**config.mk**
```make
export PLATFORM = sky130hd
export DESIGN_NAME = rgmii_idelay_sched
export DESIGN_NICKNAME = d
export VERILOG_FILES = /design/src/rtl/rgmii_idelay_sched.sv
export SDC_FILE = /design/constraint.sdc
export NUM_CORES = 1
export LEC_CHECK = 0
export BUFFER_PORTS_ARGS = -buffer_cell sky130_fd_sc_hd__buf_2
export CORE_MARGIN = 8
export CORE_UTILIZATION = 30
export DETAILED_ROUTE_END_ITERATION = 7
export PLACE_DENSITY = 0.59
export SLEW_MARGIN = 40
export SYNTH_ARGS = -nofsm -noshare
export SYNTH_HDL_FRONTEND = slang
export SYNTH_SLANG_ARGS = --single-unit
export TNS_END_PERCENT = 100
```
**constraint.sdc**
```tcl
create_clock -name clk -period 1.8 [get_ports clk]
set_input_delay 0 -clock clk [delete_from_list [all_inputs] [get_ports clk]]
set_output_delay 0 -clock clk [all_outputs]
set_load 0.02 [all_outputs]
```
**src/rtl/rgmii_idelay_sched.sv**
```systemverilog
// rgmii_idelay_sched: IDELAYCTRL reset/RDY sequencing and per-lane IDELAYE2 tap loading
module rgmii_idelay_sched #(
    parameter int          N_LANES     = 5,
    parameter int          RST_CYCLES  = 16,
    parameter int          RDY_TIMEOUT = 4096,
    parameter logic [4:0]  DEFAULT_TAP = 5'd0
) (
    input  logic               clk,
    input  logic               rst,
    input  logic               start,
    input  logic               host_we,
    input  logic [2:0]         host_lane,
    input  logic [4:0]         host_tap,
    output logic [4:0]         rd_tap,
    input  logic               ctrl_rdy,
    output logic               idelayctrl_rst,
    output logic [4:0]         idelay_value,
    output logic [N_LANES-1:0] idelay_ld,
    output logic               busy,
    output logic               ready,
    output logic               timeout
);
    localparam int RW = RST_CYCLES > 1 ? $clog2(RST_CYCLES) : 1;
    localparam int TW = RDY_TIMEOUT > 1 ? $clog2(RDY_TIMEOUT) : 1;
    localparam logic [RW-1:0] RST_LAST = RW'(RST_CYCLES - 1);
    localparam logic [TW-1:0] TO_LAST  = TW'(RDY_TIMEOUT - 1);
    localparam logic [3:0]    NL       = 4'(N_LANES);

    typedef enum logic [2:0] {CTRL_RST, WAIT_RDY, LOAD_SET, LOAD_PULSE, IDLE, FAIL} state_t;

    state_t                  state_q, state_d;
    logic [RW-1:0]           rcnt_q, rcnt_d;
    logic [TW-1:0]           tcnt_q, tcnt_d;
    logic [N_LANES-1:0][4:0] tap_q, tap_d;
    logic [N_LANES-1:0]      dirty_q, dirty_d;
    logic [2:0]              cur_q, cur_d, low;
    logic                    sync1_q, sync2_q;
    logic                    rst_out_q, rst_out_d;
    logic [4:0]              val_q, val_d;
    logic [N_LANES-1:0]      ld_q, ld_d;
    logic                    busy_q, busy_d, ready_q, ready_d, timeout_q, timeout_d;
    logic                    lane_ok, wr_ok;

    assign lane_ok        = {1'b0, host_lane} < NL;
    assign wr_ok          = host_we && lane_ok;
    assign rd_tap         = lane_ok ? tap_q[host_lane] : 5'd0;
    assign idelayctrl_rst = rst_out_q;
    assign idelay_value   = val_q;
    assign idelay_ld      = ld_q;
    assign busy           = busy_q;
    assign ready          = ready_q;
    assign timeout        = timeout_q;

    // Lowest-index dirty lane is serviced first
    always_comb begin
        low = '0;
        for (int i = N_LANES - 1; i >= 0; i--) if (dirty_q[i]) low = 3'(i);
    end

    // Next state, table/dirty updates and registered output values
    always_comb begin
        state_d   = state_q;
        rcnt_d    = rcnt_q;
        tcnt_d    = tcnt_q;
        tap_d     = tap_q;
        dirty_d   = dirty_q;
        cur_d     = cur_q;
        timeout_d = timeout_q;
        val_d     = val_q;
        case (state_q)
            CTRL_RST: begin
                if (rcnt_q == RST_LAST) begin
                    state_d = WAIT_RDY;
                    tcnt_d  = '0;
                end else rcnt_d = rcnt_q + 1'b1;
            end
            WAIT_RDY: begin
                if (sync2_q) state_d = IDLE;
                else if (tcnt_q == TO_LAST) begin
                    timeout_d = 1'b1;
                    state_d   = FAIL;
                end else tcnt_d = tcnt_q + 1'b1;
            end
            IDLE: begin
                if (!sync2_q) begin
                    dirty_d = '1;
                    tcnt_d  = '0;
                    state_d = WAIT_RDY;
                end else if (|dirty_q) begin
                    cur_d   = low;
                    state_d = LOAD_SET;
                end
            end
            LOAD_SET: state_d = LOAD_PULSE;
            LOAD_PULSE: begin
                dirty_d[cur_q] = 1'b0;
                state_d        = IDLE;
            end
            default: state_d = FAIL;
        endcase
        // A host write after the FSM update so that a same-cycle set beats the dirty clear
        if (wr_ok) begin
            tap_d[host_lane]   = host_tap;
            dirty_d[host_lane] = 1'b1;
        end
        if (start) begin
            state_d   = CTRL_RST;
            rcnt_d    = '0;
            dirty_d   = '1;
            timeout_d = 1'b0;
        end
        // Tap value is captured once on LOAD_SET entry and held through the pulse
        if (state_q == IDLE && state_d == LOAD_SET) val_d = tap_d[cur_d];
        rst_out_d = state_d == CTRL_RST;
        ld_d      = state_d == LOAD_PULSE ? N_LANES'(1) << cur_d : '0;
        busy_d    = state_d != IDLE;
        ready_d   = state_d == IDLE && sync1_q && dirty_d == '0;
    end

    // Two-flop synchronizer for the asynchronous IDELAYCTRL RDY
    always_ff @(posedge clk or posedge rst) begin
        if (rst) begin
            sync1_q <= 1'b0;
            sync2_q <= 1'b0;
        end else begin
            sync1_q <= ctrl_rdy;
            sync2_q <= sync1_q;
        end
    end

    // State, table and output registers
    always_ff @(posedge clk or posedge rst) begin
        if (rst) begin
            state_q   <= CTRL_RST;
            rcnt_q    <= '0;
            tcnt_q    <= '0;
            tap_q     <= {N_LANES{DEFAULT_TAP}};
            dirty_q   <= '1;
            cur_q     <= '0;
            rst_out_q <= 1'b1;
            val_q     <= '0;
            ld_q      <= '0;
            busy_q    <= 1'b1;
            ready_q   <= 1'b0;
            timeout_q <= 1'b0;
        end else begin
            state_q   <= state_d;
            rcnt_q    <= rcnt_d;
            tcnt_q    <= tcnt_d;
            tap_q     <= tap_d;
            dirty_q   <= dirty_d;
            cur_q     <= cur_d;
            rst_out_q <= rst_out_d;
            val_q     <= val_d;
            ld_q      <= ld_d;
            busy_q    <= busy_d;
            ready_q   <= ready_d;
            timeout_q <= timeout_d;
        end
    end
endmodule
```
Word level (Yosys, flattened, before mapping)
Cells that the tools add are included.
- flip-flop bits (word level): 68
- input port bits: 13
- output and inout bits: 19
- word-level logic and storage cells: 108
- add/subtract/negate cells: 2
- $lt $le $gt $ge: 6
- equal/unequal tests: 16
- shift-type cells: 1
- mux-type cells: 45
- bitwise logic cells: 3
- reductions and logical operators: 17
- operator list (kind ; count):
    $mux W12 ; 4
    $mux W3 ; 14
    $mux W5 ; 8
    $pmux W12 S3 ; 1
    $bmux W5 S3 ; 2
    $bwmux W25 ; 1
    $mux W25 ; 1
    $demux W5 S3 ; 1
    $pmux W3 S5 ; 1
    $add A12 B1 Y12 const B ; 1
    $eq A12 B12 Y1 const B ; 1
    $eq A3 B2 Y1 const B ; 4
    $lt A3 B4 Y1 const B ; 3
    $mux W4 ; 3
    $ne A2 B2 Y1 const B ; 6
    $pmux W5 S2 ; 1
    $demux W1 S3 ; 2
    $eq A3 B3 Y1 const B ; 2
    $ge A3 B1 Y1 const B ; 2
    $logic_and A1 B1 Y1 ; 6
    $logic_not A3 Y1 ; 2
    $mux W1 ; 6
    $reduce_bool A2 Y1 ; 3
    $and A5 B5 Y5 ; 1
    14 further kinds ; 14

Logic depth before layout (Yosys ltp)
- depth in word-level cells: 12
- mapped depth: 9
- gate-level depth less buffers: 7

Worst setup path before layout
No wires, ideal clock.
- path kind: register -> register
- from: register tcnt_q[0]
- to: register tcnt_q[4]
- arrival: 1.700 ns
- required time: 1.651 ns
- path slack: -0.049 ns
- stages on the path, launching flop included: 8
- buffers on the path: 1
- clock period less this slack: 1.849 ns
- cells stage by stage: dfrtp_1 > ha_1 > and4_1 > a221oi_2 > buf_2 > nand4_1 > xor2_1 > nor2_1
- cells in the longest elaborated chain, start to end: 4
- ends and longest elaborated chain (element ; RTL line ; source):
    start, declared ; 33 ; logic [TW-1:0] tcnt_q, tcnt_d;
    start signal, assigned ; 149 ; tcnt_q <= tcnt_d;
    $add A12 B1 Y12 ; 82 ; end else tcnt_d = tcnt_q + 1'b1;
    $mux W12 ; 79 ; else if (tcnt_q == TO_LAST) begin
    $mux W12 ; 78 ; if (sync2_q) state_d = IDLE;
    $pmux W12 S3 ; 70 ; case (state_q)
Parallel ways exist; a longest one is shown, timed or not. The select of a mux whose other input is x is not followed.
A chain may end at the register's enable or synchronous reset.

Worst setup path in the final report
- from: register dirty_q[0]
- to: register val_q[4] (netlist: idelay_value[4])
- cells in the longest elaborated chain, start to end: 7
- ends and longest elaborated chain (element ; RTL line ; source):
    start, declared ; 35 ; logic [N_LANES-1:0] dirty_q, dirty_d;
    start signal, assigned ; 151 ; dirty_q <= dirty_d;
    $reduce_or A5 Y1 ; 89 ; end else if (|dirty_q) begin
    $mux W3 ; 89 ;
    $mux W3 ; 85 ; if (!sync2_q) begin
    $pmux W3 S5 ; 70 ;
    $mux W3 ; 106 ; if (start) begin
    $eq A3 B2 Y1 ; 113 ; if (state_q == IDLE && state_d == LOAD_SET) val_d = tap_d[cur_d];
    $logic_and A1 B1 Y1 ; 113 ;
    end signal, assigned ; 154 ; val_q <= val_d;
    end, declared ; 39 ; logic [4:0] val_q, val_d;
Parallel ways exist; a longest one is shown, timed or not. The select of a mux whose other input is x is not followed.

==> flow_metrics.env <==
export IMPL_insertion_delay_ns=0.33
export IMPL_antenna_found_initial=0
export IMPL_syn_area_per_cell_sq_um=10.6
export IMPL_core_sq_um=11300
export IMPL_timing_hold_ws_ns=0.0250
export IMPL_antenna_cells=0
export IMPL_crit_required_ns=2.05
export IMPL_crit_chain="or4_4 > o21ai_4 > a32oi_2 > buf_4 > o22ai_4 > nor2_2 > o21ai_1"
export IMPL_routabilityCongestion=0.807
export IMPL_netlist_area_sq_um=3420
export IMPL_netlist_instances=321
export IMPL_syn2layout_area_growth_pct=44.0
export IMPL_synth_compound_area_share_pct=11.7
export IMPL_gr_total_overflow=0
export IMPL_start_kind="flop"
export IMPL_drt_total_wl_microns=9380
export IMPL_crit_type="flop to flop"
export IMPL_yosys_most_used_dff="dfrtp_1"
export IMPL_reg2reg_slack_ns=-0.17
export IMPL_rsz0062_at_grt="yes"
export IMPL_seqPwrFrac_pct=43.0
export IMPL_power_leakage_uw=0.00230
export IMPL_cts_buffer_depth=2
export IMPL_grt_max_degree=69
export IMPL_grt_usage_pct=12.8
export IMPL_setup_ws_ns=-0.172
export IMPL_vias=2902
export IMPL_ant_nets=0
export IMPL_detail_route_iter0_violations=180
export IMPL_h_tree_depth=3
export IMPL_worstReg2RegEnd="idelay_value[4]"
export IMPL_grt_pass1_wl_microns=15000
export IMPL_place_area_sq_um=4170
export IMPL_dpl_hpwl_microns=6290
export IMPL_synth_xor_area_share_pct=3.33
export IMPL_place_ws_ns=-0.164
export IMPL_dieArea_sq_um=15100
export IMPL_synthAdderAreaFrac_pct=1.03
export IMPL_via_per_inst=5.02
export IMPL_numCtsBuffers=9
export IMPL_min_path_type="input port to flop"
export IMPL_path_clk_slew_ns=0.05
export IMPL_drive_above_1_share_pct=44.4
export IMPL_cp_slowest_cell="or4_4"
export IMPL_critPathMaxStageDelay_ns=0.56
export IMPL_drv_cap=0
export IMPL_rows=39
export IMPL_ir_drop_mv=0.769
export IMPL_synth_edf_count=0
export IMPL_r2r_cells=7
export IMPL_synth_fp_nets=336
export IMPL_power_frac_clock_pct=43.6
export IMPL_crit_start="dirty_q[0]"
export IMPL_max_freq_mhz=507
export IMPL_initial_utilization_pct=30.3
export IMPL_slew_headroom_pct=69.7
export IMPL_finalHoldViolations=0
export IMPL_switchingPower_uw=1050
export IMPL_status="finished, violations left"
export IMPL_p_int_uw=3050
export IMPL_clkSinkCount=68
export IMPL_ys_seq_area_share_pct=50.1
export IMPL_layout_worst_path_cycle_share_pct=110
export IMPL_nets=445
export IMPL_crit_path_max_fanout=5
export IMPL_fin_skew_ns=0.00314
export IMPL_dieHeight_microns=123
export IMPL_slew_viol_final=0
export IMPL_io_pins=32
export IMPL_cp_end_kind="flop"
export IMPL_synthSimpleGateAreaFrac_pct=17.0
export IMPL_crit_path_end="idelay_value[4]"
export IMPL_post_route_util_pct=43.6
export IMPL_r2r_start="dirty_q[0]"
export IMPL_port_buffers=31
export IMPL_drc=0
export IMPL_detailedRoute_firstPassIterationCount=5
export IMPL_avgRoutedWirePerCell_microns=16.2
export IMPL_muxShareOfSynthArea_pct=12.0
export IMPL_ys_types=57
export IMPL_cp_arrival_ns=2.22
export IMPL_cts_tree="done"
export IMPL_fin_crit_ns=1.97
export IMPL_final_area_sq_um=4920
export IMPL_die_w_microns=123
export IMPL_power_per_cell_area_nw_per_um2=833
export IMPL_violations="setup timing"
export IMPL_tightest_slew_ns=0.452
export IMPL_synth_top_family_by_area="simple AND/OR/NAND/NOR gates"
export IMPL_async_flop_share_pct=100
export IMPL_swShare_pct=25.5
export IMPL_synth_seq_cells=68
export IMPL_root_buffer="clkbuf_16"
export IMPL_first_global_vias=3047
export IMPL_ys_warn_count=0
export IMPL_combPwrFrac_pct=13.4
export IMPL_setup_viol=9
==> cells in the final DEF (no fill, tap or decap), drive strengths merged, types with 3 or more instances in the layout <==
cell / instances
a21oi: 10
a31oi: 3
a32oi: 6
and3: 3
buf: 104
clkbuf: 12
dfrtp: 61
dfstp: 7
dlygate4sd3: 6
inv: 27
mux2: 7
mux2i: 31
nand2: 11
nand2b: 4
nand3: 4
nand3b: 4
nand4: 8
nor2: 39
nor3: 7
nor3b: 3
nor4: 5
o21ai: 10
o22ai: 15
o31ai: 4
xor2: 12
==> state kept, by name, summed over array words and instances, names as in the netlist <==
signal / cells
tap_q: 25
tcnt_q: 12
dirty_q: 5
idelay_ld: 5
idelay_value: 5
rcnt_q: 4
cur_q: 3
state_q: 3
busy: 1
idelayctrl_rst: 1
ready: 1
sync1_q: 1
sync2_q: 1
timeout: 1
==> routing by layer <==
layer	vias to the layer above	global-route usage [%]	part of all wire (%)
met5	-	0	0
met4	0	7.01	2.9
met3	20	2.94	3.6
met2	58	20.0	48
met1	1447	16.0	45
li1	1377	-	-
==> worst min-delay path by stage <==
| stage | start | end | cells past startpoint |
|---|---|---|---|
| global route | host_tap[4] | tap_q[24] | 2 |
| CTS | host_tap[4] | tap_q[24] | 2 |
| global placement | rst | timeout | 3 |
| finish | host_tap[4] | tap_q[24] | 2 |
| floorplan | ctrl_rdy | sync1_q | 0 |
| detailed placement | rst | rcnt_q[2] | 3 |
==> power groups by stage <==
stage	clock (uW)	sequential (uW)	combinational (uW)
after global placement	0	1770	491
final	1790	1760	549
after CTS	1840	1760	533
after floorplan	0	1760	337
after global routing	1900	1780	603
after detailed placement	0	1780	501
==> stage by stage <==
stage | TNS, ns | cells | power, uW
2_1_floorplan | 0 | 321 | 2100
3_3_place_gp | -2.02 | 542 | 2260
3_5_place_dp | -1.69 | 542 | 2280
4_1_cts | -0.683 | 571 | 4130
5_1_grt | -2.39 | 578 | 4280
6_report | -0.901 | 578 | 4100
==> cells by family (layout without fill, tap and decap cells) <==
kind of cell | Yosys count | after routing
adders and majority gates | 3 | 3
AOI/OAI and AO/OA | 57 | 57
buffers and inverters | 39 | 153
muxes | 39 | 39
and+or+nand+nor | 102 | 102
xor gates and xnor gates | 13 | 13
DFF | 68 | 68
==> timing repair <==
item,4_1_cts,5_1_grt
pin swaps,22,28
endpoints found under the setup margin,28,29
resized for setup,36,34
setup buffers,6,8
endpoints found under the hold margin,76,0
gates cloned,1,0
hold buffers,6,0
==> synth_stat cells (all sizes together), types with 3 or more instances <==
library cell,n,area [sq um]
dfrtp,61,1530
nor2,39,146
mux2i,31,310
inv,27,101
o22ai,15,93.8
xor2,12,105
nand2,11,48.8
a21oi,10,53.8
o21ai,10,61.3
buf,9,52.6
nand4,8,50.1
dfstp,7,184
mux2,7,78.8
nor3,7,45.0
a32oi,6,60.1
nor4,5,43.8
nand2b,4,25.0
nand3,4,20.0
nand3b,4,30.0
o31ai,4,30.0
a31oi,3,18.8
and3,3,18.8
clkbuf,3,11.3
nor3b,3,32.5
==> critical path: cells and delay by family, from the launching register on <==
kind / cells / cell delay, ns
AO/OA/AOI/OAI: 4 / 0.72
buffers and inverters: 1 / 0.18
flip-flops: 1 / 0.37
AND/OR/NAND/NOR: 2 / 0.62
==> final cells by class <==
class	count	area, sq um
Tap cell	143	179
Clock inverter	4	47.5
Clock buffer	12	256
Timing Repair Buffer	110	836
Sequential cell	68	1720
Multi-Input combinational cell	214	1780
Inverter	27	101
Fill cell	1036	6350
(Power assumes the default switching activity.)
